**src/rtl/riscv_pkg.sv**
```systemverilog
// Shared integer-pipeline definitions used by the writeback, decode and register file blocks.
package riscv_pkg;

    localparam int XLEN       = 32;
    localparam int NREGS      = 32;
    localparam int REG_ADDR_W = $clog2(NREGS);

    typedef logic [REG_ADDR_W-1:0] reg_addr_t;
    typedef logic [XLEN-1:0]       xlen_t;

    // Number of combinational read ports: two source operands per issue slot.
    localparam int NUM_RD_PORTS = 4;

endpackage

```
**src/rtl/regfile_2w4r_if.sv**
```systemverilog
// Writeback/decode-side bundle of the dual-issue register file: two write ports, four read ports.
interface regfile_2w4r_if
    import riscv_pkg::*;
#(
    parameter int XLEN = riscv_pkg::XLEN
);

    logic            rf_we0;
    reg_addr_t       rf_waddr0;
    logic [XLEN-1:0] rf_wdata0;
    logic            rf_we1;
    reg_addr_t       rf_waddr1;
    logic [XLEN-1:0] rf_wdata1;

    reg_addr_t       rs1_addr0;
    reg_addr_t       rs2_addr0;
    reg_addr_t       rs1_addr1;
    reg_addr_t       rs2_addr1;
    logic [XLEN-1:0] rs1_data0;
    logic [XLEN-1:0] rs2_data0;
    logic [XLEN-1:0] rs1_data1;
    logic [XLEN-1:0] rs2_data1;

    logic            wr_conflict;

    // Pipeline side: drives writes and read addresses, consumes operands.
    modport master (
        output rf_we0, rf_waddr0, rf_wdata0,
        output rf_we1, rf_waddr1, rf_wdata1,
        output rs1_addr0, rs2_addr0, rs1_addr1, rs2_addr1,
        input  rs1_data0, rs2_data0, rs1_data1, rs2_data1,
        input  wr_conflict
    );

    modport slave (
        input  rf_we0, rf_waddr0, rf_wdata0,
        input  rf_we1, rf_waddr1, rf_wdata1,
        input  rs1_addr0, rs2_addr0, rs1_addr1, rs2_addr1,
        output rs1_data0, rs2_data0, rs1_data1, rs2_data1,
        output wr_conflict
    );

endinterface

```
**src/rtl/rf_read_port.sv**
```systemverilog
// One combinational register-file read port: x0 hardwiring plus same-cycle write bypass.
module rf_read_port
    import riscv_pkg::*;
#(
    parameter int XLEN      = riscv_pkg::XLEN,
    parameter int NREGS     = riscv_pkg::NREGS,
    parameter bit BYPASS_EN = 1'b1
) (
    input  reg_addr_t       rd_addr,
    input  logic            we0,
    input  reg_addr_t       waddr0,
    input  logic [XLEN-1:0] wdata0,
    input  logic            we1,
    input  reg_addr_t       waddr1,
    input  logic [XLEN-1:0] wdata1,
    input  logic [XLEN-1:0] regs [NREGS],
    output logic [XLEN-1:0] rd_data
);

    // Port 1 is checked before port 0 so the bypassed value matches what commits on a collision.
    always_comb begin
        rd_data = regs[rd_addr];
        if (rd_addr == '0) begin
            rd_data = '0;
        end else if (BYPASS_EN && we1 && (waddr1 == rd_addr)) begin
            rd_data = wdata1;
        end else if (BYPASS_EN && we0 && (waddr0 == rd_addr)) begin
            rd_data = wdata0;
        end
    end

endmodule

```
**src/rtl/regfile_2w4r.sv**
```systemverilog
// Architectural integer register file: two write ports (slot 1 younger), four combinational read ports.
module regfile_2w4r
    import riscv_pkg::*;
#(
    parameter int XLEN      = riscv_pkg::XLEN,
    parameter int NREGS     = riscv_pkg::NREGS,
    parameter bit BYPASS_EN = 1'b1
) (
    input  logic               clk,
    input  logic               rst,
    regfile_2w4r_if.slave      rf
);

    logic [XLEN-1:0] regs [NREGS];
    reg_addr_t       rd_addr [NUM_RD_PORTS];
    logic [XLEN-1:0] rd_data [NUM_RD_PORTS];
    logic            wr_conflict_reg;
    logic            wr_conflict_next;

    genvar gi;

    // Each register owns its flop; x0 is a constant so it never holds state.
    generate
        for (gi = 0; gi < NREGS; gi++) begin : g_reg
            if (gi == 0) begin : g_x0
                assign regs[gi] = '0;
            end else begin : g_rw
                localparam reg_addr_t IDX = reg_addr_t'(gi);
                logic [XLEN-1:0] q_reg;

                always_ff @(posedge clk or posedge rst) begin
                    if (rst) begin
                        q_reg <= '0;
                    end else if (rf.rf_we1 && (rf.rf_waddr1 == IDX)) begin
                        q_reg <= rf.rf_wdata1;
                    end else if (rf.rf_we0 && (rf.rf_waddr0 == IDX)) begin
                        q_reg <= rf.rf_wdata0;
                    end
                end

                assign regs[gi] = q_reg;
            end
        end
    endgenerate

    assign wr_conflict_next = rf.rf_we0 && rf.rf_we1 &&
                              (rf.rf_waddr0 == rf.rf_waddr1) &&
                              (rf.rf_waddr0 != '0);

    always_ff @(posedge clk or posedge rst) begin
        if (rst) begin
            wr_conflict_reg <= 1'b0;
        end else begin
            wr_conflict_reg <= wr_conflict_next;
        end
    end

    assign rf.wr_conflict = wr_conflict_reg;

    assign rd_addr[0] = rf.rs1_addr0;
    assign rd_addr[1] = rf.rs2_addr0;
    assign rd_addr[2] = rf.rs1_addr1;
    assign rd_addr[3] = rf.rs2_addr1;

    generate
        for (gi = 0; gi < NUM_RD_PORTS; gi++) begin : g_rd
            rf_read_port #(
                .XLEN      (XLEN),
                .NREGS     (NREGS),
                .BYPASS_EN (BYPASS_EN)
            ) u_rd (
                .rd_addr (rd_addr[gi]),
                .we0     (rf.rf_we0),
                .waddr0  (rf.rf_waddr0),
                .wdata0  (rf.rf_wdata0),
                .we1     (rf.rf_we1),
                .waddr1  (rf.rf_waddr1),
                .wdata1  (rf.rf_wdata1),
                .regs    (regs),
                .rd_data (rd_data[gi])
            );
        end
    endgenerate

    assign rf.rs1_data0 = rd_data[0];
    assign rf.rs2_data0 = rd_data[1];
    assign rf.rs1_data1 = rd_data[2];
    assign rf.rs2_data1 = rd_data[3];

endmodule

```
**src/flat_wrapper.sv**
```systemverilog
// flat-port wrapper written by rule: the top's interface ports become plain ports
module regfile_2w4r_flat import riscv_pkg::*;
#(
    parameter int XLEN      = riscv_pkg::XLEN,
    parameter int NREGS     = riscv_pkg::NREGS,
    parameter bit BYPASS_EN = 1'b1
)
  (clk, rst, rf_rf_we0, rf_rf_waddr0, rf_rf_wdata0, rf_rf_we1, rf_rf_waddr1, rf_rf_wdata1, rf_rs1_addr0, rf_rs2_addr0, rf_rs1_addr1, rf_rs2_addr1, rf_rs1_data0, rf_rs2_data0, rf_rs1_data1, rf_rs2_data1, rf_wr_conflict);
  regfile_2w4r_if #(.XLEN(XLEN)) rf_i ();
  input  logic clk;
  input  logic rst;
  input wire logic [$bits(rf_i.rf_we0)-1:0] rf_rf_we0;
  input wire logic [$bits(rf_i.rf_waddr0)-1:0] rf_rf_waddr0;
  input wire logic [$bits(rf_i.rf_wdata0)-1:0] rf_rf_wdata0;
  input wire logic [$bits(rf_i.rf_we1)-1:0] rf_rf_we1;
  input wire logic [$bits(rf_i.rf_waddr1)-1:0] rf_rf_waddr1;
  input wire logic [$bits(rf_i.rf_wdata1)-1:0] rf_rf_wdata1;
  input wire logic [$bits(rf_i.rs1_addr0)-1:0] rf_rs1_addr0;
  input wire logic [$bits(rf_i.rs2_addr0)-1:0] rf_rs2_addr0;
  input wire logic [$bits(rf_i.rs1_addr1)-1:0] rf_rs1_addr1;
  input wire logic [$bits(rf_i.rs2_addr1)-1:0] rf_rs2_addr1;
  output wire logic [$bits(rf_i.rs1_data0)-1:0] rf_rs1_data0;
  output wire logic [$bits(rf_i.rs2_data0)-1:0] rf_rs2_data0;
  output wire logic [$bits(rf_i.rs1_data1)-1:0] rf_rs1_data1;
  output wire logic [$bits(rf_i.rs2_data1)-1:0] rf_rs2_data1;
  output wire logic [$bits(rf_i.wr_conflict)-1:0] rf_wr_conflict;
  assign rf_i.rf_we0 = rf_rf_we0;
  assign rf_i.rf_waddr0 = rf_rf_waddr0;
  assign rf_i.rf_wdata0 = rf_rf_wdata0;
  assign rf_i.rf_we1 = rf_rf_we1;
  assign rf_i.rf_waddr1 = rf_rf_waddr1;
  assign rf_i.rf_wdata1 = rf_rf_wdata1;
  assign rf_i.rs1_addr0 = rf_rs1_addr0;
  assign rf_i.rs2_addr0 = rf_rs2_addr0;
  assign rf_i.rs1_addr1 = rf_rs1_addr1;
  assign rf_i.rs2_addr1 = rf_rs2_addr1;
  assign rf_rs1_data0 = rf_i.rs1_data0;
  assign rf_rs2_data0 = rf_i.rs2_data0;
  assign rf_rs1_data1 = rf_i.rs1_data1;
  assign rf_rs2_data1 = rf_i.rs2_data1;
  assign rf_wr_conflict = rf_i.wr_conflict;
  regfile_2w4r #(.XLEN(XLEN), .NREGS(NREGS), .BYPASS_EN(BYPASS_EN)) u_core (.clk(clk), .rst(rst), .rf(rf_i));
endmodule
```
**config.mk**
```make
export PLATFORM = sky130hd
export DESIGN_NAME = regfile_2w4r_flat
export DESIGN_NICKNAME = d
export VERILOG_FILES = /design/src/rtl/riscv_pkg.sv /design/src/rtl/regfile_2w4r_if.sv /design/src/rtl/rf_read_port.sv /design/src/rtl/regfile_2w4r.sv /design/src/flat_wrapper.sv
export SDC_FILE = /design/constraint.sdc
export NUM_CORES = 2
export LEC_CHECK = 0
export CAP_MARGIN = 20
export CELL_PAD_IN_SITES_DETAIL_PLACEMENT = 1
export CELL_PAD_IN_SITES_GLOBAL_PLACEMENT = 2
export CORE_MARGIN = 2
export CORE_UTILIZATION = 35
export DETAILED_ROUTE_END_ITERATION = 7
export PLACE_DENSITY = 0.82
export SLEW_MARGIN = 20
export SYNTH_ARGS = -nofsm -noshare
export SYNTH_HDL_FRONTEND = slang
export SYNTH_SLANG_ARGS = --single-unit
```
**constraint.sdc**
```tcl
create_clock -name clk -period 41.8 [get_ports clk]
set_input_delay 4.18 -clock clk [delete_from_list [all_inputs] [get_ports clk]]
set_output_delay 4.18 -clock clk [all_outputs]
set_load 0.02 [all_outputs]
```
==> flow_metrics.env <==
export IMPL_status="completed"
export IMPL_routed_via_density=7.123
export IMPL_start_kind="primary input"
export IMPL_max_stage_delay_ps=930
export IMPL_synth_top_area_share=0.3029
export IMPL_h_tree_depth=3
export IMPL_path_class="in2out"
export IMPL_crit_path_top_delay_cell="o41ai_2"
export IMPL_r2r_worst_path_cells=2
export IMPL_maxSlewViolCount=0
export IMPL_grt_usage=0.3543
export IMPL_layout_drive_gt1_share=0.1508
export IMPL_place_area_um2=85920
export IMPL_crit_fanout=53
export IMPL_setup_violations=0
export IMPL_path_cells="buf_8 -> buf_4 -> buf_4 -> buf_4 -> mux4_2 -> nor2b_1 -> nor3_1 -> a211oi_1 -> o41ai_2 -> clkdlybuf4s50_1"
export IMPL_cts_root_buf="clkbuf_16"
export IMPL_dr_pass1_iters=8
export IMPL_grt_pass1_vias=80100
export IMPL_netlist_instances=8497
export IMPL_p_per_area_nw_per_um2=45.87
export IMPL_ir_worst_vdd_uv=39.70
export IMPL_muxShareOfSynthArea=0.3858
export IMPL_r2r_start="u_core.g_reg[2].g_rw.q_reg[10]$_DFFE_PP0P_"
export IMPL_tightest_slew_ps=1292
export IMPL_synth_simple_area_share=0.08281
export IMPL_dp_hpwl_um=248900
export IMPL_vias=80150
export IMPL_synth_compound_area_frac=0.1623
export IMPL_die_y_um=488.1
export IMPL_arrival_ps=9950
export IMPL_power_leakage_nw=37.70
export IMPL_syn2layout_area_growth_pct=9.976
export IMPL_fin_area_um2=90210
export IMPL_rrSetupSlack_ps=40850
export IMPL_hold_path_startpoint="u_core.g_reg[6].g_rw.q_reg[1]$_DFFE_PP0P_"
export IMPL_ios=227
export IMPL_start_util=0.3524
export IMPL_synth_ff_type="dfrtp_1"
export IMPL_clk_pin_slew_ps=60
export IMPL_drt_antenna_violating_nets=0
export IMPL_drv_cap=0
export IMPL_setup_slack_ps=27670
export IMPL_avgSynthCellArea_um2=9.654
export IMPL_cp_endpoint="rf_rs1_data0[20]"
export IMPL_drcViolationCount=0
export IMPL_period_share=0.3381
export IMPL_grt_max_degree=160
export IMPL_tns_ps=0
export IMPL_rows=177
export IMPL_die_x_um=488.1
export IMPL_post_cts_repair_setup_buffers=0
export IMPL_drt_iter0_drc=11880
export IMPL_fin_nets=8103
export IMPL_fin_crit_ps=14130
export IMPL_pre_cts_ws_ps=27730
export IMPL_r2r_end="u_core.g_reg[2].g_rw.q_reg[10]$_DFFE_PP0P_"
export IMPL_clk_latency_ps=820
export IMPL_largest_reg_flops=992
export IMPL_min_path_type="reg2reg"
export IMPL_cts_max_path_buffers=3
export IMPL_synth_area_leaders="dfrtp_1 30%, mux2i_1 25%, mux4_2 10%"
export IMPL_cts_tree="done"
export IMPL_ys_seq_elements=993
export IMPL_core_um2=232800
export IMPL_fin_util=0.3876
export IMPL_clock_skew_ps=0
export IMPL_synthAdderAreaFrac=0
export IMPL_cts_inserted_buffers=119
export IMPL_crit_path_end_kind="primary output"
export IMPL_rsz0062_at_grt="no"
export IMPL_synth_seq_area_share=0.3029
export IMPL_whs_ps=629.8
export IMPL_yosysWarnings=0
export IMPL_cpMostUsedCell="buf_4"
export IMPL_wl_per_cell_um=38.56
export IMPL_io_buffers=226
export IMPL_grt_antenna_before_repair=34
export IMPL_synth_xor_area_frac=0.004698
export IMPL_clkSinkCount=993
export IMPL_die_area_um2=238200
export IMPL_syn_area_um2=82030
export IMPL_synth_edf_count=0
export IMPL_cp_data_required_time_ps=37620
export IMPL_finalHoldViolations=0
export IMPL_overflow=0
export IMPL_yosys_area_top_type="dfrtp_1"
export IMPL_ys_types=48
export IMPL_timing_slew_headroom=0.1277
export IMPL_max_freq_mhz=70.76
export IMPL_synth_top_family_by_area="multiplexers"
export IMPL_async_reset_ff_frac=1.000
export IMPL_holdBufCountCts=0
export IMPL_post_cts_resized=0
export IMPL_synth_nets=8595
export IMPL_gp_congestion=0.9253
export IMPL_cp_startpoint="rf_rs1_addr0[0]"
export IMPL_wirelength_um=433900
export IMPL_grt_pass1_wl_um=610000
## metrics by stage
stage / total power [mW] / std cells
after floorplan: 2.441 / 8497
after global placement: 2.852 / 11010
after detailed placement: 2.940 / 11010
after CTS: 4.076 / 11230
after global routing: 4.284 / 11240
final: 4.138 / 11250
## where the power goes
| group | switching [mW] | total (mW) | internal [mW] |
|---|---|---|---|
| clock network | 0.486 | 1.14 | 0.656 |
| logic | 0.730 | 1.40 | 0.668 |
| registers | 0.380 | 1.60 | 1.22 |
| total | 1.60 | 4.14 | 2.54 |
## synthesized netlist by cell type, types with 64 or more instances
master	count
nor2_1	542
a211oi_1	64
mux2i_1	2034
o22ai_1	512
buf_2	242
a221oi_1	126
dfrtp_1	993
o31ai_1	186
clkbuf_1	652
a32oi_1	128
a21oi_1	571
mux4_2	376
o41ai_1	64
buf_1	72
mux2_2	250
buf_4	94
nor3_1	207
nand2_1	525
o21ai_0	426
nor2b_1	140
## placed cells by master, fill, tap and decap left out, types with 56 or more instances in the layout
master and n:
nor3_1 203, a211oi_1 64, o21ai_0 426, a32oi_1 128
nand2_1 493, mux2_2 250, o21ai_1 56, clkdlybuf4s50_1 208
o31ai_1 182, nor2_1 519, nor2b_1 137, a221oi_1 126
mux4_2 376, a21oi_1 571, mux2i_1 2034, dfrtp_1 993
clkbuf_16 122, or3_1 62, buf_4 244, o22ai_1 512
## kinds of logic after synthesis
family | after synthesis
mux | 2660
xor+xnor | 44
simple gates | 1548
flops | 993
compound gates | 2154
buf+inv | 1098
## critical path: cells and delay by family
| family | cells | cell delay (ps) |
|---|---|---|
| AOI/OAI and AO/OA | 2 | 1080 |
| muxes | 1 | 380 |
| and+or+nand+nor | 2 | 330 |
| buffers and inverters | 5 | 3680 |
## area by class of cell
cell class                      instances  area, um2
Fill cell                           25910     142500
Multi-Input combinational cell       6406      52910
Sequential cell                       993      24850
Timing Repair Buffer                  481       4352
Tap cell                             3132       3919
Clock buffer                          175       3492
Clock inverter                         44      623.1
Antenna cell                           18      45.04
Inverter                                4      22.52
## worst min path at each step
stage,slack [ps],end,depth (start not counted)
2_1_floorplan,560,u_core.g_reg[6].g_rw.q_reg[0]$_DFFE_PP0P_,2
4_1_cts,630,u_core.g_reg[6].g_rw.q_reg[1]$_DFFE_PP0P_,2
5_1_grt,670,u_core.g_reg[6].g_rw.q_reg[1]$_DFFE_PP0P_,2
3_5_place_dp,620,u_core.g_reg[6].g_rw.q_reg[1]$_DFFE_PP0P_,2
6_report,630,u_core.g_reg[6].g_rw.q_reg[1]$_DFFE_PP0P_,2
3_3_place_gp,600,u_core.g_reg[6].g_rw.q_reg[0]$_DFFE_PP0P_,2
## metal layers
| layer | up-vias | wire (um) | global-route usage |
|---|---|---|---|
| met4 | 26 | 38040 | 0.2710 |
| met3 | 1903 | 56830 | 0.1317 |
| met1 | 40860 | 158900 | 0.4337 |
| li1 | 31130 | - | - |
| met5 | - | 160 | 0 |
| met2 | 6240 | 180000 | 0.5024 |
No activity file was read; power rests on OpenSTA's default activity.
